===== src/rtl/piso_pkg.sv =====
// Stream conventions shared by the PISO feeder and the serial sequence detector:
// FSM state encodings, counter widths and a counter-width helper.
package piso_pkg;

  localparam logic [1:0] ST_IDLE  = 2'b00;
  localparam logic [1:0] ST_SHIFT = 2'b01;
  localparam logic [1:0] ST_GAP   = 2'b10;

  localparam int GAP_W = 4;

  // Bits needed to hold any remaining-bit count from 0 up to width.
  function automatic int cnt_w(input int width);
    return $clog2(width + 1);
  endfunction

endpackage


===== src/rtl/piso_bit_feeder.sv =====
// Parallel-in/serial-out feeder for the serial detector; out_bit is 0 unless bit_valid.
// Optional even-parity trailer bit is enabled with `define PISO_PARITY_EN.
module piso_bit_feeder
  import piso_pkg::*;
#(
  parameter int WIDTH      = 8,
  parameter int MSB_FIRST  = 1,
  parameter int GAP_CYCLES = 0
) (
  input  logic             clk,
  input  logic             rst,
  input  logic [WIDTH-1:0] data_in,
  input  logic             data_valid,
  output logic             data_ready,
  output logic             out_bit,
  output logic             bit_valid,
  output logic             word_done,
  output logic             busy
);

  localparam int CW = cnt_w(WIDTH);
`ifdef PISO_PARITY_EN
  localparam int PAR_BITS = 1;
`else
  localparam int PAR_BITS = 0;
`endif
  // With parity the count covers one extra bit-cycle, so cnt==0 lands on the parity bit.
  localparam logic [CW-1:0] CNT_LOAD = CW'(WIDTH - 1 + PAR_BITS);

  typedef enum logic [1:0] {
    IDLE  = ST_IDLE,
    SHIFT = ST_SHIFT,
    GAP   = ST_GAP
  } state_t;

  state_t           state;
  logic [WIDTH-1:0] sreg;
  logic [CW-1:0]    cnt;
  logic [GAP_W-1:0] gcnt;
  logic             par;
  logic             last;
  logic             accept;

  function automatic logic head(input logic [WIDTH-1:0] w);
    return (MSB_FIRST != 0) ? w[WIDTH-1] : w[0];
  endfunction

  function automatic logic [WIDTH-1:0] adv(input logic [WIDTH-1:0] w);
    return (MSB_FIRST != 0) ? (w << 1) : (w >> 1);
  endfunction

  assign last       = (state == SHIFT) && (cnt == '0);
  assign data_ready = (state == IDLE) || ((GAP_CYCLES == 0) && last);
  assign accept     = data_valid && data_ready;
  assign busy       = (state != IDLE);

`ifdef PISO_PARITY_EN
  always_ff @(posedge clk or posedge rst) begin
    if (rst)         par <= 1'b0;
    else if (accept) par <= ^data_in;
  end
`else
  assign par = 1'b0;
`endif

  always_ff @(posedge clk or posedge rst) begin
    if (rst) begin
      state     <= IDLE;
      sreg      <= '0;
      cnt       <= '0;
      gcnt      <= '0;
      out_bit   <= 1'b0;
      bit_valid <= 1'b0;
      word_done <= 1'b0;
    end else if (accept) begin
      // Reload also covers the back-to-back case from the last bit of SHIFT.
      state     <= SHIFT;
      cnt       <= CNT_LOAD;
      sreg      <= adv(data_in);
      out_bit   <= head(data_in);
      bit_valid <= 1'b1;
      word_done <= 1'b0;
    end else begin
      case (state)
        SHIFT: begin
          if (cnt != '0) begin
            cnt       <= cnt - 1'b1;
            word_done <= (cnt == CW'(1));
            out_bit   <= ((PAR_BITS != 0) && (cnt == CW'(1))) ? par : head(sreg);
            sreg      <= adv(sreg);
          end else begin
            out_bit   <= 1'b0;
            bit_valid <= 1'b0;
            word_done <= 1'b0;
            if (GAP_CYCLES == 0) begin
              state <= IDLE;
            end else begin
              state <= GAP;
              gcnt  <= GAP_W'(GAP_CYCLES - 1);
            end
          end
        end
        GAP: begin
          if (gcnt == '0) state <= IDLE;
          else            gcnt  <= gcnt - 1'b1;
        end
        default: state <= IDLE;
      endcase
    end
  end

endmodule

===== config.mk =====
export PLATFORM = sky130hd
export DESIGN_NAME = piso_bit_feeder
export DESIGN_NICKNAME = d
export VERILOG_FILES = /design/src/rtl/piso_pkg.sv /design/src/rtl/piso_bit_feeder.sv
export SDC_FILE = /design/constraint.sdc
export NUM_CORES = 1
export LEC_CHECK = 0
export ABC_AREA = 1
export BUFFER_PORTS_ARGS = -buffer_cell sky130_fd_sc_hd__buf_4
export CAP_MARGIN = 40
export CORE_UTILIZATION = 40
export CTS_BUF_LIST = sky130_fd_sc_hd__clkbuf_4 sky130_fd_sc_hd__clkbuf_8
export CTS_CLUSTER_SIZE = 40
export DETAILED_ROUTE_END_ITERATION = 8
export GPL_TIMING_DRIVEN = 1
export SETUP_SLACK_MARGIN = 0.1
export SLEW_MARGIN = 20
export SYNTH_ARGS = -nofsm -noshare
export SYNTH_HDL_FRONTEND = slang
export SYNTH_SLANG_ARGS = --single-unit

===== constraint.sdc =====
create_clock -name clk -period 1.7 [get_ports clk]
set_input_delay 0.17 -clock clk [delete_from_list [all_inputs] [get_ports clk]]
set_output_delay 0.17 -clock clk [all_outputs]
set_load 0.01 [all_outputs]

* Yosys cells after proc, flatten, opt, wreduce, memory -nomap -nowiden
Index checks and enable logic that the tools add are counted.
Word-level totals: memory bits (read-only) 0, memories kept 0, bits in registers 21, bits in latches 0, bits in writable memories 0, output and inout port bits 5, input port bits 11
Cells by class: muxes and demuxes 19, multiply operators 0, $add $sub $neg 2, shift operators 0, order comparisons 0, reduce and logical (&&, ||, !) cells 14, div/mod/pow operators 0, bitwise logic cells 2, eq/ne operators 6
Operator list (count):
- $mux 8 | 3
- $mux 4 | 3
- $mux 1 | 9
- $logic_not 4->1 | 2
- $sub 4x1->4 const B | 2
- $mux 2 | 3
- $ne 3x3->1 const B | 2
- $reduce_and 2->1 | 3
- $reduce_bool 2->1 | 3
- $eq 4x1->1 const B | 1
- $pmux 2 s2 | 1
- $reduce_bool 4->1 | 1
- $reduce_and 3->1 | 1
- $eq 2x1->1 const B | 1
- $eq 2x2->1 const B | 1
- $logic_and 1x1->1 | 2
- $logic_not 2->1 | 1
- $ne 2x2->1 const B | 1
- $not 1->1 | 2
- $logic_or 1x1->1 | 1

* Longest topological paths before layout
word-level depth 6, mapped depth 8, mapped depth without buffers 8

* Least setup slack after synthesis
Ideal clock, no wire load.
path type register to register, from register cnt[0], to register cnt[3], stages on the path, launching flop included 9, library setup time 117 ps, slack 471 ps, path buffers 1, arrival 1111 ps, period minus slack after synthesis 1229 ps, path through dfrtp_1 inv_1 ha_1 nand2_2 nand2_4 buf_12 nand2_4 nand3_1 nand2_1
Between the ends: cells in the longest elaborated chain, start to end 6
Ends and longest elaborated chain:
- from (decl) | line piso_bit_feeder.sv:38 | logic [CW-1:0] cnt;
- from (signal assigned) | line piso_bit_feeder.sv:87 | cnt <= cnt - 1'b1;
- branches (longest 6 deep; another with $sub 4x1->4)
Several ways; the timed one is not identified. The select of a mux whose other input is x is not followed. A chain may end at the register's enable or synchronous reset.

* Worst setup path in the final report
from register cnt[1], to output data_ready
Between the ends: cells in the longest elaborated chain, start to end 3
Ends and longest elaborated chain:
- $logic_not 4->1 | line piso_bit_feeder.sv:52 | assign last = (state == SHIFT) && (cnt == '0);
- $logic_and 1x1->1 | line piso_bit_feeder.sv:52
- $logic_or 1x1->1 | line piso_bit_feeder.sv:53 | assign data_ready = (state == IDLE) || ((GAP_CYCLES == 0) && last);
- to (decl) | line piso_bit_feeder.sv:14 | output logic data_ready,
No other way between the ends.

==> flow_summary.ini <==
[die]
die_h_um = 45.9
initial_core_util_pct = 43.6
die_area_um2 = 2100
num_io_pins = 16
die_w_um = 45.9
core_area_um2 = 1760
rows = 15

[route]
wirelength_um = 1410
remaining_drc_errors = 0
antenna_left = 0
post_drt_wl_per_cell_um = 11.0
viasPerCell = 4.84
dr_total_vias = 619
firstDrtPassIters = 4
drtIter0Drc = 10

[sta]
finClkSkew_ns = 0.00180
slew_headroom_pct = 61.4
drv_slew = 0
fmax_ghz = 0.674
rsz0062_at_grt = false
tightest_slew_ns = 0.579
setup_violations = 0
hold_violations = 0
fin_crit_ns = 1.48
setup_ws_ns = 0.215
fin_crit_sh_pct = 87.3
tns_ns = 0

[clocking]
path_clk_slew_ns = 0.08
cts_setup_buffers = 0
cts_tree = done
htree_levels = 1
cts_buffers = 3
cts.sinks = 15
clock_path_buffers = 2
clk_latency_ns = 0.28
cts_root_buf = clkbuf_4

[synth]
synthesis.nets = 98
synth_warnings = 0
yosys_register_bits = 15
synth_cell_types = 18
postSynthAreaPerCell_um2 = 9.05
synth_cells = 85
yosysSeqAreaShare_pct = 48.8
synth_area_um2 = 769

[critical_path]
rrSetupSlack_ns = 0.39
critical_path_buf_inv_count = 2
r2r_end = cnt[1]
cp_top_family = flip-flops
arrival_ns = 1.31
crit_type = reg -> out
endpoint_kind = output pin
crit_path_end = data_ready
rr_worst_depth = 8
crit_start = cnt[1]
crit_required_ns = 1.53
slowest_delay_ns = 0.37
path_max_fanout = 11
cp-start-kind = flip-flop
timing.rr.start = cnt[0]
path_depth = 5
critical-path-slowest-cell = dfrtp_1
crit_chain = inv_1, ha_4, nand2_4, nand2_8, buf_4

[global_route]
grt_usage_pct = 15.9
antenna_found_initial = 0
grt_overflow = 0
grt_max_degree = 16
grt_pass1_wl_um = 2390
grt_pass1_vias = 562

[cells_and_area]
layout_common_cells = 25 x nand3_1, 18 x nand2_1, 15 x dfrtp_1, 15 x buf_4, 6 x inv_1
syn2layout_area_growth_pct = 22.6
stdcell_count = 128
nets = 117
multi_input_area_um2 = 350
layout-drive-gt1-share_pct = 29.1
diodes = 0
nFillCells = 175
mostFrequentLayoutCell = nand3_1
stdcell_area_um2 = 943
regArea_um2 = 375

[placed_design]
pre_cts_ws_ns = 0.226
placed_area_um2 = 866
port_buffers = 15
place_congestion = 0.776
dp_cells = 122
dpl.hpwl_um = 937

[flow_run]
drv_cap = 0

[worst_hold_path]
hp-class = in -> reg
min_path_cells = 3

[pwr]
powerDensity_nw_per_um2 = 1650
vdd_ir_drop_max_mv = 0.815
p_total_w = 0.00156
p_leak_nw = 0.500

[run_status]
status = finished clean
-- logic make-up (layout without fill, tap and decap cells) --
kind of cell	count (synthesis)	in the layout	share of synthesized area, %
AOI/OAI and AO/OA	4	4	3.09
buffers and inverters	12	29	10.6
and+or+nand+nor	52	53	34.3
adders and majority gates	2	2	3.25
DFF	15	15	48.8
-- power by group --
group          total, W  leakage, nW  switching (W)  internal, W
logic          0.000728        0.293       0.000428     0.000300
registers      0.000613        0.189       0.000106     0.000507
clock network  0.000214       0.0184       0.000107     0.000107
-- per-layer routing --
metal | part of all wire (%) | up-vias | global-route usage [%] | routed length, um
met1 | 51 | 287 | 22.5 | 716
met3 | 3.8 | 2 | 2.38 | 54
met5 | 0 | - | 0 | 0
met2 | 44 | 13 | 22.8 | 628
li1 | - | 317 | - | -
met4 | 0.92 | 0 | 8.82 | 13
-- synth_stat cells (all sizes together) --
library cell	instances	area share [%]
nand3	25	16
nand2	22	14
dfrtp	15	49
inv	9	4.4
o21ai	3	2.4
clkbuf	2	3.6
ha	2	3.3
nand3b	2	2.0
nor2	2	1.3
a21oi	1	0.65
buf	1	2.6
nand4	1	0.81
-- layout make-up --
class / instances / area share, %
flip-flops and latches: 15 / 39.8
repair buffers: 16 / 13.0
multi-input cells: 59 / 37.1
inverters: 9 / 3.58
well taps: 25 / 3.32
clock buffers: 4 / 3.18
-- per-stage QoR --
step,hold slack (ns),util [%]
2_1_floorplan,0.0715,-
3_3_place_gp,0.278,49.1
3_5_place_dp,0.271,49.1
4_1_cts,0.115,52.9
5_1_grt,0.133,53.5
6_report,0.123,53.5
-- worst min path at each step --
stage | from | endpoint | slack, ns
after global placement | rst | sreg[4] | 0.28
after floorplan | rst | bit_valid | 0.07
after detailed placement | rst | sreg[3] | 0.27
after global routing | data_in[5] | sreg[6] | 0.13
after CTS | data_in[7] | out_bit | 0.11
final | data_in[0] | sreg[1] | 0.12
-- registers in the layout (all words and copies together), names as in the netlist --
signal and count:
word_done 1, out_bit 1, cnt 4, state 1, sreg 7, bit_valid 1
-- worst reg2reg max path: stages, from the launching register on --
cell,delay (ns)
dfrtp_1,0.39
inv_2,0.08
ha_4,0.17
nand2_4,0.11
nand2_8,0.10
inv_2,0.18
nand2_1,0.07
nand2_1,0.07
inv_1,0.04
-- repair_timing --
action / CTS / global route
gates cloned: 1 / 0
hold endpoints to repair: 15 / 0
endpoints found under the setup margin: 1 / 1
gates resized for setup: 3 / 2
hold buffers: 1 / 0
Note: power is estimated with default switching activity, not from simulation.
